### config.mk
export PLATFORM = sky130hd
export DESIGN_NAME = mul_div_unit
export DESIGN_NICKNAME = d
export VERILOG_FILES = /design/src/rtl/mul_div_unit.sv
export SDC_FILE = /design/constraint.sdc
export NUM_CORES = 1
export LEC_CHECK = 0
export ABC_AREA = 1
export CELL_PAD_IN_SITES_DETAIL_PLACEMENT = 1
export CELL_PAD_IN_SITES_GLOBAL_PLACEMENT = 1
export CORE_MARGIN = 1
export CORE_UTILIZATION = 43
export CTS_BUF_LIST = sky130_fd_sc_hd__clkbuf_4 sky130_fd_sc_hd__clkbuf_8
export DETAILED_ROUTE_END_ITERATION = 16
export PLACE_DENSITY = 0.81
export SKIP_LAST_GASP = 1
export SLEW_MARGIN = 40
export SYNTH_ARGS = -nofsm -noshare
export SYNTH_HDL_FRONTEND = slang
export SYNTH_SLANG_ARGS = --single-unit
### constraint.sdc
create_clock -name clk_i -period 8.3 [get_ports clk_i]
set_input_delay 2.075 -clock clk_i [delete_from_list [all_inputs] [get_ports clk_i]]
set_output_delay 2.075 -clock clk_i [all_outputs]
set_load 0.05 [all_outputs]
### src/rtl/mul_div_unit.sv
// Iterative MULT/MULTU/DIV/DIVU engine holding results in architectural HI/LO.
// Operands are reduced to magnitudes on accept and signs are reapplied in FIX.
//   state | meaning
//   IDLE  | waiting for start_i; MTHI/MTLO writes accepted here
//   CALC  | one shift-add or restoring-divide step per cycle, WIDTH cycles
//   FIX   | sign correction, HI/LO write, done_o pulse
module mul_div_unit #(
    parameter int WIDTH = 32
) (
    input  logic             clk_i,
    input  logic             rst_i,
    input  logic             start_i,
    input  logic [1:0]       op_i,
    input  logic [WIDTH-1:0] src1_i,
    input  logic [WIDTH-1:0] src2_i,
    input  logic             mthi_i,
    input  logic             mtlo_i,
    output logic             busy_o,
    output logic             done_o,
    output logic             div_zero_o,
    output logic [WIDTH-1:0] hi_o,
    output logic [WIDTH-1:0] lo_o
);

    localparam int CW = $clog2(WIDTH);

    typedef enum logic [1:0] {IDLE, CALC, FIX} state_t;

    state_t             state, state_nxt;
    logic               is_div, neg_q, neg_r;
    logic               dz_pend, done_r, dz_r;
    logic [WIDTH-1:0]   opb, hi_r, lo_r;
    logic [2*WIDTH-1:0] acc;
    logic [CW-1:0]      cnt;

    logic               busy, accept, div_by_zero;
    logic               src1_neg, src2_neg;
    logic [WIDTH-1:0]   mag1, mag2;
    logic [WIDTH:0]     mul_sum, div_shift, div_diff;
    logic               div_ge;
    logic [2*WIDTH-1:0] step_acc, prod_fix;
    logic [WIDTH-1:0]   quot_fix, rem_fix;

    always_comb begin
        busy        = (state != IDLE) || dz_pend;
        accept      = start_i && !busy;
        div_by_zero = op_i[1] && (src2_i == '0);

        src1_neg = !op_i[0] && src1_i[WIDTH-1];
        src2_neg = !op_i[0] && src2_i[WIDTH-1];
        mag1     = src1_neg ? -src1_i : src1_i;
        mag2     = src2_neg ? -src2_i : src2_i;

        // mul: acc = {partial product, remaining multiplier bits}
        // div: acc = {partial remainder, remaining dividend / quotient bits}
        mul_sum   = {1'b0, acc[2*WIDTH-1:WIDTH]} + (acc[0] ? {1'b0, opb} : '0);
        div_shift = {acc[2*WIDTH-1:WIDTH], acc[WIDTH-1]};
        div_ge    = div_shift >= {1'b0, opb};
        div_diff  = div_shift - {1'b0, opb};

        if (!is_div)
            step_acc = {mul_sum, acc[WIDTH-1:1]};
        else if (div_ge)
            step_acc = {div_diff[WIDTH-1:0], acc[WIDTH-2:0], 1'b1};
        else
            step_acc = {div_shift[WIDTH-1:0], acc[WIDTH-2:0], 1'b0};

        prod_fix = neg_q ? -acc : acc;
        quot_fix = neg_q ? -acc[WIDTH-1:0] : acc[WIDTH-1:0];
        rem_fix  = neg_r ? -acc[2*WIDTH-1:WIDTH] : acc[2*WIDTH-1:WIDTH];
    end

    always_comb begin
        state_nxt = state;
        case (state)
            IDLE:    if (accept && !div_by_zero) state_nxt = CALC;
            CALC:    if (cnt == '0) state_nxt = FIX;
            FIX:     state_nxt = IDLE;
            default: state_nxt = IDLE;
        endcase
    end

    always_ff @(posedge clk_i or posedge rst_i) begin
        if (rst_i) state <= IDLE;
        else       state <= state_nxt;
    end

    always_ff @(posedge clk_i or posedge rst_i) begin
        if (rst_i) begin
            is_div  <= 1'b0;
            neg_q   <= 1'b0;
            neg_r   <= 1'b0;
            dz_pend <= 1'b0;
            done_r  <= 1'b0;
            dz_r    <= 1'b0;
            opb     <= '0;
            acc     <= '0;
            cnt     <= '0;
            hi_r    <= '0;
            lo_r    <= '0;
        end else begin
            done_r  <= 1'b0;
            dz_pend <= 1'b0;
            if (dz_pend) begin
                done_r <= 1'b1;
                dz_r   <= 1'b1;
            end
            if (accept) begin
                is_div  <= op_i[1];
                neg_q   <= src1_neg ^ src2_neg;
                neg_r   <= src1_neg;
                opb     <= op_i[1] ? mag2 : mag1;
                acc     <= {{WIDTH{1'b0}}, (op_i[1] ? mag1 : mag2)};
                cnt     <= CW'(WIDTH - 1);
                dz_r    <= 1'b0;
                dz_pend <= div_by_zero;
            end else if (!busy) begin
                if (mthi_i) hi_r <= src1_i;
                if (mtlo_i) lo_r <= src1_i;
            end
            if (state == CALC) begin
                acc <= step_acc;
                cnt <= cnt - 1'b1;
            end
            if (state == FIX) begin
                done_r <= 1'b1;
                if (is_div) begin
                    hi_r <= rem_fix;
                    lo_r <= quot_fix;
                end else begin
                    hi_r <= prod_fix[2*WIDTH-1:WIDTH];
                    lo_r <= prod_fix[WIDTH-1:0];
                end
            end
        end
    end

    assign busy_o     = busy;
    assign done_o     = done_r;
    assign div_zero_o = dz_r;
    assign hi_o       = hi_r;
    assign lo_o       = lo_r;

endmodule

=== Word-level counts from Yosys, hierarchy flattened ===
Index checks and enable logic that the tools add are counted.

* Logic and storage cells: 80
* Flip-flop bits (word level): 173

* Reductions and logical operators: 20
* Bitwise logic cells: 1
* Eq/ne operators: 6
* $lt $le $gt $ge: 1
* Add/sub/neg operators: 8
* Multiplexer cells: 32

{| class="wikitable"
|+ Operators by type and width
! cell !! count
|-
| $mux 32 || 17
|-
| $mux 64 || 5
|-
| $neg 32->32 || 4
|-
| $neg 64->64 || 1
|-
| $add 32x32->33 || 1
|-
| $ge 33x32->1 || 1
|-
| $logic_not 32->1 || 1
|-
| $sub 32x32->32 || 1
|-
| $mux 5 || 2
|-
| $reduce_bool 2->1 || 5
|-
| $reduce_and 3->1 || 2
|-
| $logic_and 1x1->1 || 5
|-
| $logic_not 5->1 || 1
|-
| $mux 1 || 5
|-
| $sub 5x1->5 const B || 1
|-
| $mux 2 || 2
|-
| $ne 2x1->1 const B || 2
|-
| $ne 2x2->1 const B || 2
|-
| $pmux 2 s2 || 1
|-
| $logic_not 1->1 || 3
|-
| $eq 2x1->1 const B || 1
|-
| $eq 2x2->1 const B || 1
|-
| $logic_not 2->1 || 1
|-
| $reduce_and 2->1 || 1
|-
| 2 further kinds || 2
|}

=== Depth between registers and ports, before layout ===
* Word-level depth: 7
* Mapped depth: 20

=== Worst setup path after synthesis ===
No wires, ideal clock.

* Path kind: input to register
* Start point: input port src2_i[0]
* End point: register acc[12]
* Cell stages on the path: 10
* Setup time: 0.127 ns
* Path slack: 4.768 ns
* Path buffers: 0
* Arrival: 3.405 ns
* Cell sequence: inv_1 > ha_1 > nand3_1 > nor2_1 > nand3_1 > o21ai_0 > xor2_1 > nand2_1 > o211ai_1 > a21oi_1

* Word-level cells in the longest chain between the ends: 5

{| class="wikitable"
|+ RTL lines
! item !! RTL line !! text
|-
| from (decl) || 15 || <nowiki>input logic [WIDTH-1:0] src2_i,</nowiki>
|-
| $neg 32->32 || 52 || <nowiki>mag2 = src2_neg ? -src2_i : src2_i;</nowiki>
|-
| $mux 32 || 52 ||
|-
| $mux 32 || 113 || <nowiki>acc <= {{WIDTH{1'b0}}, (op_i[1] ? mag1 : mag2)};</nowiki>
|-
| $mux 64 || 108 || <nowiki>if (accept) begin</nowiki>
|-
| $mux 64 || 121 || <nowiki>if (state == CALC) begin</nowiki>
|-
| to (signal assigned) || 113 ||
|-
| to (signal assigned) || 122 || <nowiki>acc <= step_acc;</nowiki>
|-
| to (decl) || 33 || <nowiki>logic [2*WIDTH-1:0] acc;</nowiki>
|}

No other way between the ends. The select of a mux whose other input is x is not followed.
A chain may end at the register's enable or synchronous reset.

=== Worst setup path in the final report ===
* Start point: input port start_i
* End point: register acc[11]

* Word-level cells in the longest chain between the ends: 2

{| class="wikitable"
|+ RTL lines
! item !! RTL line !! text
|-
| from (decl) || 12 || <nowiki>input logic start_i,</nowiki>
|-
| $logic_and 1x1->1 || 46 || <nowiki>accept = start_i && !busy;</nowiki>
|-
| $reduce_bool 2->1 (no line) || n/a ||
|}

No other way between the ends.

==> reports/metrics.cfg <==
[power_and_ir_drop]
power.density_nw_per_um2=492.7
peakVddDrop_uv=225.9
p_leak_uw=0.01025

[drt]
drcViolationCount=0
wl_met3_um=10270
wl_um=96230
dr_wl_met2_um=40480
routed_via_density=6.077
drt-met1-wl_um=39960
wl_per_cell_um=25.00
postRouteAntennaNets=0
route.vias.total=23389
maxUsedRoutingLayer=met4
drt_iter0_drc=3053
first_pass_iters=8

[sta]
fin_crit_ns=4.431
drv_slew=0
setup_slack_ns=3.869
fin_crit_sh=0.5339
finClkSkew_ns=0.01738
rsz0062_at_grt=no
worstMarginPinSlew_ns=0.8751
finalHoldViolCount=0
max_freq_mhz=225.7
final-setup-viol-count=0
finalSetupTns_ns=0
slew-limit-headroom=0.4166

[final_layout]
nets=3440
syn_to_final_growth_pct=11.55
fillers=6073
fin_cells=3849
design_area_um2=20710
layout-drive-gt1-share=0.03958
n_antenna_cell=0

[setup_path]
path_class=in -> reg
cp_data_arrival_time_ns=4.82
worstPathRequired_ns=8.69
end_kind=register
critPathMaxFanout=41
start_kind=primary input

[floorplan]
fp.dieW_um=209.8
num_rows=75
start_util=0.4398
die-area_um2=44020
pin_count=138
core-area_um2=42230
die_h_um=209.8

[yosys]
syn_inst=3229
ys_types=48
synth_seq_cells=173
synth_nets=3372
synth_ff_type=dfrtp_1
ys_warn_count=0
syn_area_um2=18570
async_flop_share=1.000
synth_edf_count=0
avgSynthCellArea_um2=5.751
yosysSeqAreaShare=0.2331

[place]
dpl.hpwl_um=79450
post_dp_cell_area_um2=20320
portBuffers=137
place_inst=3817
gp_congestion=1.063
pre_cts_slack_ns=3.467

[global_route]
antenna_found_initial=2
gr-total-overflow=0
first_global_vias=22855
grt_max_degree=81
grt_pass1_wl_um=142500
grt.total_usage=0.4340

[clocking]
cts.sinks=173
cts_root_buf=clkbuf_8
clk_pin_slew_ns=0.10
cts_tree=built
insertion_delay_ns=0.52
hold_buffers=0
cts_max_level=4
post_cts_buffers=0
cts.repair.resized=0
cts_buffers=17
clockBufferDepth=2

[status]
outcome=finished clean

[worst_hold_path]
hold_class=reg -> reg

[flow_run]
max_cap_viol_count=0

-- cells in the final DEF (no fill, tap or decap), types with 21 or more instances in the layout --
| cell type | netlist | layout |
|---|---|---|
| nor3_1 | 21 | 21 |
| a21oi_1 | 154 | 154 |
| nand3_1 | 350 | 350 |
| xor2_1 | 40 | 40 |
| a31oi_1 | 31 | 31 |
| inv_2 | 20 | 21 |
| clkdlybuf4s50_1 | 0 | 137 |
| o21ai_0 | 135 | 135 |
| nand2_1 | 967 | 966 |
| nor2_1 | 455 | 452 |
| o21ai_1 | 22 | 22 |
| xnor2_1 | 23 | 23 |
| o211ai_1 | 39 | 39 |
| dfrtp_1 | 173 | 172 |
| nand4_1 | 49 | 49 |
| ha_1 | 70 | 70 |
| inv_1 | 444 | 442 |
-- synth_stat cells (4+ instances only) --
cell type / count / area (µm²)
nand2_1: 967 / 3630
nor2_1: 455 / 1708
inv_1: 444 / 1667
nand3_1: 350 / 1752
dfrtp_1: 173 / 4329
a21oi_1: 154 / 770.7
o21ai_0: 135 / 675.7
ha_1: 70 / 875.8
clkbuf_1: 68 / 255.2
nand4_1: 49 / 306.5
xor2_1: 40 / 350.3
o211ai_1: 39 / 292.8
a31oi_1: 31 / 193.9
xnor2_1: 23 / 201.4
o21ai_1: 22 / 110.1
nor3_1: 21 / 105.1
inv_2: 20 / 75.07
buf_1: 17 / 63.81
buf_2: 16 / 80.08
nor2_2: 15 / 93.84
nand3b_1: 14 / 105.1
o21bai_1: 13 / 97.59
nand2_2: 12 / 75.07
o221ai_1: 12 / 105.1
a22oi_1: 11 / 82.58
nand3_2: 6 / 60.06
nor2_4: 6 / 67.56
nor4_1: 6 / 37.54
buf_6: 4 / 45.04
clkinv_1: 4 / 15.01
or2_2: 4 / 25.02
-- worst paths after layout --
check | slack (ns) | endpoint | start | cells past startpoint
min reg2reg | 0.49 | cnt[4] | cnt[4] | 2
min in group asynchronous | 2.04 | lo_o[18] | rst_i | 2
max in group asynchronous | 5.01 | opb[12] | rst_i | 3
max reg2reg | 5.06 | acc[58] | acc[0] | 16
min | 0.49 | cnt[4] | cnt[4] | 2
max | 3.87 | acc[11] | start_i | 10
-- critical path, cell delays in order --
cell	delay (ns)
clkdlybuf4s50_1	0.46
inv_1	0.07
nor2_2	0.10
buf_4	0.41
inv_2	0.26
nand2_2	0.56
buf_4	0.47
o21ai_0	0.19
inv_1	0.10
a22oi_1	0.06
-- where the power goes --
group          total (µW)  switching (µW)  internal, µW
Clock                 618             359           258
Sequential           2050             792          1260
Combinational        7540            5290          2250
-- layout make-up --
cell class                 count  area (µm²)  share of cell area
clock buffer                  21       270.3             0.01305
clock inverter                11       110.1            0.005315
inverter                     468        1764             0.08517
multi-input combinational   2482       12050              0.5818
sequential                   173        4333              0.2092
tap                          539       674.4             0.03256
timing repair buffer         155        1510             0.07290
-- logic make-up (layout without fill, tap and decap cells) --
kind of cell             count (synthesis)  after routing  share of synthesized area
AND/OR/NAND/NOR                       1917           1917                     0.4381
AO/OA/AOI/OAI                          430            430                     0.1308
buffers and inverters                  574            655                     0.1189
XOR/XNOR                                63             63                    0.02971
flip-flops                             173            173                     0.2331
adder cells (fa/ha/maj)                 72             72                    0.04932
-- state kept, by name, summed over array words and instances, names as in the netlist --
| register | flops |
|---|---|
| acc | 64 |
| cnt | 5 |
| div_zero_o | 1 |
| done_o | 1 |
| dz_pend | 1 |
| hi_o | 32 |
| is_div | 1 |
| lo_o | 32 |
| neg_q | 1 |
| neg_r | 1 |
| opb | 32 |
| state | 2 |
-- per-stage QoR --
| stage | utilization | hold WS, ns | total power, µW |
|---|---|---|---|
| after floorplan | - | 0.4521 | 6587 |
| final | 0.4905 | 0.4934 | 10210 |
| after global routing | 0.4905 | 0.5313 | 10790 |
| after global placement | 0.4813 | 0.4710 | 8957 |
| after detailed placement | 0.4813 | 0.4788 | 9241 |
| after CTS | 0.4903 | 0.4995 | 9874 |
-- per-layer routing --
| metal | GRT usage | up-vias |
|---|---|---|
| met4 | 0.2260 | 0 |
| met2 | 0.6391 | 1282 |
| met5 | 0 | - |
| met3 | 0.09801 | 236 |
| met1 | 0.5910 | 11415 |
| li1 | - | 10456 |
Power figures use the tool's default switching activity.
